<file path="src/rtl/counter_pkg.sv">
// rtl/counter_pkg.sv - shared state, direction and LED encodings for counter_sequencer
package counter_pkg;

   typedef enum logic [1:0] {
      IDLE  = 2'd0,
      RUN   = 2'd1,
      PAUSE = 2'd2
   } state_t;

   typedef enum logic {
      UP = 1'b0,
      DN = 1'b1
   } dir_t;

   localparam logic [3:0] BCD_MAX = 4'd9;

   localparam int LED_RUN   = 0;
   localparam int LED_PAUSE = 1;
   localparam int LED_DIR   = 2;
   localparam int LED_STEP  = 3;

   // One BCD step on {tens, units}; both digits wrap inside 0..9 so 99+1=00 and 00-1=99.
   function automatic logic [7:0] bcd_step(input logic [7:0] cnt, input dir_t dir);
      logic [3:0] units;
      logic [3:0] tens;
      units = cnt[3:0];
      tens  = cnt[7:4];
      if (dir == UP) begin
         if (units == BCD_MAX) begin
            units = 4'd0;
            tens  = (tens == BCD_MAX) ? 4'd0 : tens + 4'd1;
         end else begin
            units = units + 4'd1;
         end
      end else begin
         if (units == 4'd0) begin
            units = BCD_MAX;
            tens  = (tens == 4'd0) ? BCD_MAX : tens - 4'd1;
         end else begin
            units = units - 4'd1;
         end
      end
      return {tens, units};
   endfunction

endpackage

</file>
<file path="src/rtl/counter_sequencer_if.sv">
// rtl/counter_sequencer_if.sv - button inputs and display/status outputs of counter_sequencer
interface counter_sequencer_if;

   logic [1:0] i_Push;
   logic [3:0] o_Cnt1;
   logic [3:0] o_Cnt2;
   logic [3:0] o_LED;
   logic       o_Tick;

   modport master (
      output i_Push,
      input  o_Cnt1,
      input  o_Cnt2,
      input  o_LED,
      input  o_Tick
   );

   modport slave (
      input  i_Push,
      output o_Cnt1,
      output o_Cnt2,
      output o_LED,
      output o_Tick
   );

endinterface

</file>
<file path="src/rtl/push_cond.sv">
// rtl/push_cond.sv - one active-low button: 2-FF sync, optional debounce, falling-edge press pulse
// Debounce is built only when COUNTER_SEQ_DEBOUNCE_EN is defined.
module push_cond #(
   parameter int DB_CYCLES = 500_000
) (
   input  logic i_Clk,
   input  logic i_Rst,
   input  logic raw_n,
   output logic level,
   output logic press
);

   logic [1:0] sync_q;
   logic       level_q;

   always_ff @(posedge i_Clk) begin
      if (i_Rst) begin
         sync_q <= 2'b11;
      end else begin
         sync_q <= {sync_q[0], raw_n};
      end
   end

`ifdef COUNTER_SEQ_DEBOUNCE_EN
   localparam int DB_W = (DB_CYCLES > 1) ? $clog2(DB_CYCLES) : 1;

   logic [DB_W-1:0] db_cnt_q;
   logic            db_level_q;

   // Any sample matching the held level restarts the count, so bounce never leaks through.
   always_ff @(posedge i_Clk) begin
      if (i_Rst) begin
         db_cnt_q   <= '0;
         db_level_q <= 1'b1;
      end else if (sync_q[1] == db_level_q) begin
         db_cnt_q <= '0;
      end else if (db_cnt_q == DB_W'(DB_CYCLES - 1)) begin
         db_level_q <= sync_q[1];
         db_cnt_q   <= '0;
      end else begin
         db_cnt_q <= db_cnt_q + DB_W'(1);
      end
   end

   assign level = db_level_q;
`else
   assign level = sync_q[1];
`endif

   always_ff @(posedge i_Clk) begin
      if (i_Rst) begin
         level_q <= 1'b1;
      end else begin
         level_q <= level;
      end
   end

   assign press = level_q & ~level;

endmodule

</file>
<file path="src/rtl/counter_sequencer.sv">
// rtl/counter_sequencer.sv - RUN/PAUSE/IDLE two-digit BCD up/down counter driven by two push buttons
// Optional button debounce: define COUNTER_SEQ_DEBOUNCE_EN.
module counter_sequencer
   import counter_pkg::*;
#(
   parameter int CLK_HZ    = 50_000_000,
   parameter int TICK_HZ   = 2,
   parameter int DB_CYCLES = 500_000
) (
   input  logic                i_Clk,
   input  logic                i_Rst,
   counter_sequencer_if.slave  bus
);

   localparam int DIV = CLK_HZ / TICK_HZ;
   localparam int PW  = (DIV > 1) ? $clog2(DIV) : 1;

   logic [1:0]    level;
   logic [1:0]    press;
   logic          clear;
   logic          p_start;
   logic          p_dir;
   logic          step;
   logic          step_fire;
   logic          entering_run;
   state_t        state_q;
   state_t        state_d;
   dir_t          dir_q;
   dir_t          dir_d;
   logic [PW-1:0] presc_q;
   logic [7:0]    cnt_q;
   logic          tick_q;
   logic [3:0]    led_q;
   logic [3:0]    led_d;

   push_cond #(.DB_CYCLES(DB_CYCLES)) u_push_start (
      .i_Clk (i_Clk),
      .i_Rst (i_Rst),
      .raw_n (bus.i_Push[0]),
      .level (level[0]),
      .press (press[0])
   );

   push_cond #(.DB_CYCLES(DB_CYCLES)) u_push_dir (
      .i_Clk (i_Clk),
      .i_Rst (i_Rst),
      .raw_n (bus.i_Push[1]),
      .level (level[1]),
      .press (press[1])
   );

   // A press while the other button is held is a clear chord and swallows both press events.
   always_comb begin
      clear     = (press[0] & ~level[1]) | (press[1] & ~level[0]) | (press[0] & press[1]);
      p_start   = press[0] & ~clear;
      p_dir     = press[1] & ~clear;
      step      = (state_q == RUN) && (presc_q == PW'(DIV - 1));
      step_fire = step & ~clear & ~p_start;
      dir_d     = p_dir ? dir_t'(~dir_q) : dir_q;
   end

   always_ff @(posedge i_Clk) begin
      if (i_Rst) begin
         state_q <= IDLE;
      end else begin
         state_q <= state_d;
      end
   end

   always_comb begin
      state_d = state_q;
      if (clear) begin
         state_d = IDLE;
      end else if (p_start) begin
         case (state_q)
            IDLE:    state_d = RUN;
            RUN:     state_d = PAUSE;
            default: state_d = RUN;
         endcase
      end
   end

   assign entering_run = (state_d == RUN) && (state_q != RUN);

   always_comb begin
      led_d            = '0;
      led_d[LED_RUN]   = (state_d == RUN);
      led_d[LED_PAUSE] = (state_d == PAUSE);
      led_d[LED_DIR]   = (dir_d == DN);
      led_d[LED_STEP]  = step_fire;
   end

   always_ff @(posedge i_Clk) begin
      if (i_Rst) begin
         presc_q <= '0;
         cnt_q   <= '0;
         dir_q   <= UP;
         tick_q  <= 1'b0;
         led_q   <= '0;
      end else begin
         // Zeroing on RUN entry makes the first step land a full period after start/resume.
         if (clear || entering_run) begin
            presc_q <= '0;
         end else if ((state_q == RUN) && (state_d == RUN)) begin
            presc_q <= step ? '0 : presc_q + PW'(1);
         end

         if (clear) begin
            cnt_q <= '0;
         end else if (step_fire) begin
            cnt_q <= bcd_step(cnt_q, dir_q);
         end

         dir_q  <= dir_d;
         tick_q <= step_fire;
         led_q  <= led_d;
      end
   end

   assign bus.o_Cnt1 = cnt_q[3:0];
   assign bus.o_Cnt2 = cnt_q[7:4];
   assign bus.o_LED  = led_q;
   assign bus.o_Tick = tick_q;

endmodule

</file>
<file path="src/flat_wrapper.sv">
// flat-port wrapper written by rule: the top's interface ports become plain ports
module counter_sequencer_flat import counter_pkg::*;
#(
   parameter int CLK_HZ    = 50_000_000,
   parameter int TICK_HZ   = 2,
   parameter int DB_CYCLES = 500_000
)
  (i_Clk, i_Rst, bus_i_Push, bus_o_Cnt1, bus_o_Cnt2, bus_o_LED, bus_o_Tick);
  counter_sequencer_if bus_i ();
  input  logic i_Clk;
  input  logic i_Rst;
  input wire logic [$bits(bus_i.i_Push)-1:0] bus_i_Push;
  output wire logic [$bits(bus_i.o_Cnt1)-1:0] bus_o_Cnt1;
  output wire logic [$bits(bus_i.o_Cnt2)-1:0] bus_o_Cnt2;
  output wire logic [$bits(bus_i.o_LED)-1:0] bus_o_LED;
  output wire logic [$bits(bus_i.o_Tick)-1:0] bus_o_Tick;
  assign bus_i.i_Push = bus_i_Push;
  assign bus_o_Cnt1 = bus_i.o_Cnt1;
  assign bus_o_Cnt2 = bus_i.o_Cnt2;
  assign bus_o_LED = bus_i.o_LED;
  assign bus_o_Tick = bus_i.o_Tick;
  counter_sequencer #(.CLK_HZ(CLK_HZ), .TICK_HZ(TICK_HZ), .DB_CYCLES(DB_CYCLES)) u_core (.i_Clk(i_Clk), .i_Rst(i_Rst), .bus(bus_i));
endmodule
</file>
<file path="config.mk">
export PLATFORM = sky130hd
export DESIGN_NAME = counter_sequencer_flat
export DESIGN_NICKNAME = d
export VERILOG_FILES = /design/src/rtl/counter_pkg.sv /design/src/rtl/counter_sequencer_if.sv /design/src/rtl/push_cond.sv /design/src/rtl/counter_sequencer.sv /design/src/flat_wrapper.sv
export SDC_FILE = /design/constraint.sdc
export NUM_CORES = 1
export LEC_CHECK = 0
export BUFFER_PORTS_ARGS = -buffer_cell sky130_fd_sc_hd__buf_2
export CAP_MARGIN = 40
export CORE_ASPECT_RATIO = 1.4
export CORE_UTILIZATION = 42
export CTS_CLUSTER_DIAMETER = 120
export DETAILED_ROUTE_END_ITERATION = 12
export SLEW_MARGIN = 20
export SYNTH_ARGS = -nofsm -noshare
export SYNTH_HDL_FRONTEND = slang
export SYNTH_HIERARCHICAL = 1
export SYNTH_SLANG_ARGS = --single-unit
</file>
<file path="constraint.sdc">
create_clock -name i_Clk -period 2.8 [get_ports i_Clk]
set_input_delay 0.56 -clock i_Clk [delete_from_list [all_inputs] [get_ports i_Clk]]
set_output_delay 0.56 -clock i_Clk [all_outputs]
set_load 0.01 [all_outputs]
</file>
# --- After elaboration in Yosys (flattened, before gate mapping) ---
# Index checks and enable logic that the tools add are counted.
classes:
  n_addsub: 5
  n_mux: 13
  bitwise: 16
  eq_ne: 8
  reduce_logical: 10
op_table:
  columns: ["cell", "n"]
  rows:
  - ["$mux W4", 8]
  - ["$add A25 B1 Y25 const B", 1]
  - ["$eq A25 B25 Y1 const B", 1]
  - ["$mux W25", 1]
  - ["$and A1 B1 Y1", 9]
  - ["$add A4 B1 Y4 const B", 2]
  - ["$eq A4 B4 Y1 const B", 2]
  - ["$logic_not A4 Y1", 2]
  - ["$sub A4 B1 Y4 const B", 2]
  - ["$mux W2", 3]
  - ["$not A1 Y1", 5]
  - ["$eq A2 B1 Y1 const B", 2]
  - ["$reduce_or A2 Y1", 2]
  - ["$logic_and A1 B1 Y1", 3]
  - ["$reduce_and A3 Y1", 1]
  - ["$eq A2 B2 Y1 const B", 1]
  - ["$ne A2 B1 Y1 const B", 1]
  - ["$ne A2 B2 Y1 const B", 1]
  - ["$or A1 B1 Y1", 2]
  - ["$reduce_bool A2 Y1", 1]
  - ["$logic_or A1 B1 Y1", 1]
  - ["$mux W1", 1]
word_totals:
  reg_bits: 47
  word_cells: 63
  out_inout_bits: 13

# --- Longest topological paths before layout ---
depth:
  depth_word: 13
  ltp_mapped: 8
  depth_no_buf: 6

# --- By module ---
# The synthesis kept the hierarchy.
by_module_without_submodules:
  columns: ["module", "cells_each", "seq_area_each_um2", "area_per_inst_um2", "instances"]
  rows:
  - ["counter_sequencer", 298, 780.7, 2264.7, 1]
  - ["push_cond", 7, 60.1, 85.1, 2]

# --- Worst setup path before layout ---
# OpenSTA, ideal clock, no wires.
synth_path:
  kind: "register to register"
  start: "reg u_core.presc_q[0]"
  end: "reg u_core.presc_q[16]"
  setup_ns: 0.119
  n_path_buf: 1
  stages_incl_launch_ff: 8
  path_slack_ns: 0.722
  period_less_slack_ns: 2.078
  arrival_time_ns: 1.960
  required_ns: 2.681
  cell_sequence: "dfxtp_1 -> ha_1 -> nand3_2 -> or4_1 -> buf_2 -> or4_4 -> xor2_1 -> nor3_2"
synth_via:
  elab_chain_cells: 3
  word_cells_on_any_way: 4
  cone_classes: "add/sub (1); eq/ne (1); mux (1); reduce/logical (1)"
synth_rtl:
  columns: ["element", "line", "text"]
  rows:
  - ["start, declared", "counter_sequencer.sv:30", "logic [PW-1:0] presc_q;"]
  - ["start signal, assigned", "counter_sequencer.sv:105", "presc_q <= step ? '0 : presc_q + PW'(1);"]
  - ["parallel branches: the longest is 2 deep, another holds $add A25 B1 Y25", null, null]
  - ["$mux W25 (*)", "counter_sequencer.sv:105", null]
# Mark *: on every way between the ends.
# A chain may end at the register's enable or synchronous reset.

# --- Worst setup path after layout ---
layout_path:
  start: "reg u_core.u_push_dir.sync_q[1]"
  end: "reg u_core.presc_q[21]"
layout_via:
  elab_chain_cells: 13
  word_cells_on_any_way: 16
  cone_classes: "eq/ne (1); mux (2); bitwise (9); reduce/logical (4)"
layout_rtl:
  columns: ["element", "line", "text"]
  rows:
  - ["start, declared", "push_cond.sv:13", "logic [1:0] sync_q;"]
  - ["start signal, assigned", "push_cond.sv:20", "sync_q <= {sync_q[0], raw_n};"]
  - ["$not A1 Y1 (*)", "push_cond.sv:58", "assign press = level_q & ~level;"]
  - ["$and A1 B1 Y1 (*)", "push_cond.sv:58", null]
  - ["net u_core.press[1]", "counter_sequencer.sv:19", "logic [1:0] press;"]
  - ["$and A1 B1 Y1", "counter_sequencer.sv:54", "clear = (press[0] & ~level[1]) | (press[1] & ~level[0]) | (press[0] & press[1]);"]
  - ["$or A1 B1 Y1", "counter_sequencer.sv:54", null]
  - ["$or A1 B1 Y1 (*)", "counter_sequencer.sv:54", null]
  - ["$not A1 Y1", "counter_sequencer.sv:55", "p_start = press[0] & ~clear;"]
  - ["$and A1 B1 Y1", "counter_sequencer.sv:55", null]
  - ["$mux W2", "counter_sequencer.sv:74", "end else if (p_start) begin"]
  - ["$mux W2", "counter_sequencer.sv:72", "if (clear) begin"]
  - ["$eq A2 B1 Y1", "counter_sequencer.sv:83, counter_sequencer.sv:104", null]
  - ["$logic_and A1 B1 Y1", "counter_sequencer.sv:83", "assign entering_run = (state_d == RUN) && (state_q != RUN);"]
  - ["$logic_or A1 B1 Y1", "counter_sequencer.sv:102", "if (clear || entering_run) begin"]
  - ["$reduce_or A2 Y1 (no source line)", null, null]
# Mark *: on every way through the listed nets, which the timed path passes. The rest lies on a longest branch.

==> results by group <==
Status
  – Result of the run: complete, no violations

Synth
  – Most used flip-flop cell after synthesis: dfxtp_1
  – Cell type with the highest aggregate area in the netlist: dfxtp_1
  – Biggest area contributors in the synthesized netlist: dfxtp_1 37%, nand2_1 4.9%, a21oi_1 4.7%, nor2_1 3.4%, a31oi_1 3.1%
  – Post-synthesis sequential element count: 45
  – Yosys warnings: 6
  – Number of different library cells in the post-synthesis netlist: 54
  – Gate count of the mapped netlist: 312
  – Share of flip-flops with an asynchronous set or reset after synthesis: 0%
  – Cell area after synthesis: 2430 µm²
  – Share of Yosys cell area claimed by the top area cell type: 37.0%
  – Synthesized area per cell: 7.80 µm²
  – EDFF count, synth: 0
  – Syn nets: 317
  – Sequential cell area fraction in the yosys report: 37.0%

Critical path
  – Worst path buffer plus inverter count: 0
  – Crit-path slowest cell: or4b_2
  – Critical path's largest stage delay: 0.72 ns
  – Crit-path max FO: 11
  – Data arrival time at the worst-slack endpoint: 2.56 ns
  – Crit path capture type: flip-flop
  – Worst Path Class, Setup: reg2reg
  – Data required time of the critical path: 3.03 ns
  – Startpoint class of the critical path: flip-flop
  – Most repeated library cell on the critical path: nor2b_1
  – Ordered list of cells on the worst path: nor2b_1 > nand3b_1 > nor2b_1 > or3_1 > or4b_2 > o22ai_1
  – Kind of cell adding the most delay to the critical path: simple AND/OR/NAND/NOR gates

Power and ir drop
  – Power Total: 1.23 mW
  – Maximum vdd ir drop: 0.199 mV
  – Power per standard cell area: 456 nW/µm²
  – Total leakage power: 0.870 nW

Timing
  – Unrepaired setup endpoints after global routing: no
  – Worst hold margin: 0.418 ns
  – Max Slew Vio Count: 0
  – Achievable frequency: 428 MHz
  – Minimum clock period after layout: 2.33 ns
  – Slew at the pin with the worst max-slew slack: 0.718 ns
  – Tightest slew margin relative to the limit: 52.1%
  – Period utilisation layout: 83.4%
  – Final hold violations: 0
  – Count of final setup violators: 0
  – Final clock skew: 0.00406 ns
  – Summed negative setup slack over all endpoints: 0 ns

Drt
  – Starting DRC count in detailed routing: 110
  – Remaining antenna violation count after routing: 0
  – Average detailed-routed wire length per instance: 14.8 µm
  – Vias per inst: 5.83
  – Post-detailed-routing wire length: 5.79 mm
  – Total vias in the final route: 2281
  – Iteration count of the initial detailed-routing pass: 4
  – Drc violations: 0

Final layout
  – Commonest non-fill, non-tap cells in the layout: 45 x dfxtp_1, 32 x nand2_1, 23 x a21oi_1
  – Net count, final: 327
  – Sequential standard cell area: 901 µm²
  – Layout overhead on the synthesized area: 10.6%
  – Fillers: 574
  – Fin area: 2690 µm²
  – Most common cell after layout, fill and taps aside: dfxtp_1
  – ANT cells: 0
  – Multi-input gate area in the final layout: 1410 µm²
  – Fraction of final layout cells with drive strength greater than 1: 13.6%

Global route
  – Number of global-route vias before repair: 2130
  – Antenna violations before repair: 0
  – Pin count of the biggest net entering global routing: 23
  – Global-route wire length before repair: 9.48 mm
  – Total track usage: 20.1%
  – Global route total overflow: 0

Clock network
  – Post-cts gate resize count: 0
  – Clock tree root buffer cell: clkbuf_8
  – Post-CTS setup repair buffer count: 0
  – Level count of the clock H-tree: 2
  – Hold_buf cts: 0
  – Number of CTS-inserted buffers: 5
  – Worst skew pair latency: 0.30 ns
  – Buffer levels on the longest clock path: 2
  – Clock-pin slew of the registers on the worst-case setup and hold paths: 0.08 ns
  – Sinks on Clock Net: 45
  – Clock tree from TritonCTS: yes

Floorplanning
  – FP Rows: 32
  – Floorplan die width: 66.4 µm
  – Starting Density: 43.7%
  – Die H: 92.1 µm
  – Area enclosed by the die boundary: 6110 µm²
  – Floorplan Core Area: 5570 µm²
  – Ports placed on the boundary: 17

Placed design
  – Placement Cell Area: 2570 µm²
  – Buffers added on ports: 16
  – Routability cong.: 0.853
  – HPWL after detailed placement: 4.23 mm

Hold path
  – Tightest Hold Check Type: reg2reg

Run
  – MaxCap Viol Count: 0
metal layers:
layer	track usage [%]	part of all wire, %	vias to the layer above
met1	21.1	41	1077
met3	3.48	3.1	10
li1	-	-	1154
met2	37.3	53	40
met4	9.40	2.4	0
met5	0	0	-
stage by stage:
step | instances | utilization [%] | worst slack [ns]
after floorplan | 312 | - | 0.722
after global placement | 382 | 46.2 | 0.558
after detailed placement | 383 | 46.2 | 0.470
after CTS | 391 | 48.4 | 0.454
after global routing | 391 | 48.4 | 0.289
final | 391 | 48.4 | 0.465
synthesized netlist by cell type (2+ instances only):
library cell  count
nor2_1           22
a31oi_1          12
nor3_1           13
dfxtp_1          45
nor2b_1           6
or3_1             9
nor4_1            7
or4b_2            2
nand3b_1          2
inv_1             8
buf_4             2
nand3_1          13
or2_1             6
and2_1            2
mux2i_1           2
and4_1            6
nand2_1          32
buf_1             2
a211oi_1          3
xnor2_1           6
nand4_1           9
o22ai_1           9
nand2b_1          6
and3_1            4
o311ai_0          2
buf_2             3
o31ai_1           2
xor2_1            5
a21oi_1          23
clkbuf_1         15
nand3_2           2
o21ai_0          10
sequential cells by signal (all words and copies together), names as in the netlist:
name	flops
u_core/state_q	2
u_core/bus.o_LED	3
u_core/u_push_dir/sync_q	2
u_core/bus.o_Tick	1
u_core/u_push_start/level_q	1
u_core/cnt_q	8
u_core/presc_q	25
u_core/u_push_dir/level_q	1
u_core/u_push_start/sync_q	2
final cells by class:
cell class / instances / area share [%]
clock buffers: 6 / 3.07
multi-input cells: 236 / 52.2
repair buffers: 26 / 5.67
flip-flops and latches: 45 / 33.4
clock inverters: 2 / 1.39
inverters: 8 / 1.11
well taps: 68 / 3.16
kinds of logic (layout without fill, tap and decap cells):
logic type                 Yosys count  after routing  share of synthesized area [%]
and+or+nand+nor                    152            152                           34.7
AOI/OAI and AO/OA                   70             70                           17.7
DFF                                 45             45                           37.0
buffers and inverters               31             42                           5.29
xor gates and xnor gates            11             11                           3.96
muxes                                2              2                          0.822
adders and majority gates            1              1                          0.514
worst paths after layout:
check                                                    from  cells past startpoint  slack [ns]                       endpoint
worst max-delay path              u_core/u_push_dir/sync_q[1]                      6        0.47             u_core/presc_q[21]
worst min register to register  u_core/u_push_start/sync_q[0]                      1        0.42  u_core/u_push_start/sync_q[1]
worst min-delay path            u_core/u_push_start/sync_q[0]                      1        0.42  u_core/u_push_start/sync_q[1]
worst max register to register    u_core/u_push_dir/sync_q[1]                      6        0.47             u_core/presc_q[21]
where the power goes:
part / switching, mW / total [mW] / internal [mW]
Sequential: 0.00674 / 0.653 / 0.646
Combinational: 0.0405 / 0.0618 / 0.0213
Clock: 0.224 / 0.514 / 0.290
Total: 0.271 / 1.23 / 0.958
worst reg2reg max path, delay by kind of cell, from the launching register on:
| family | cells | cell delay, ns |
|---|---|---|
| AOI/OAI and AO/OA | 1 | 0.15 |
| DFF | 1 | 0.34 |
| and+or+nand+nor | 5 | 1.78 |
No activity file was read; power rests on OpenSTA's default activity.
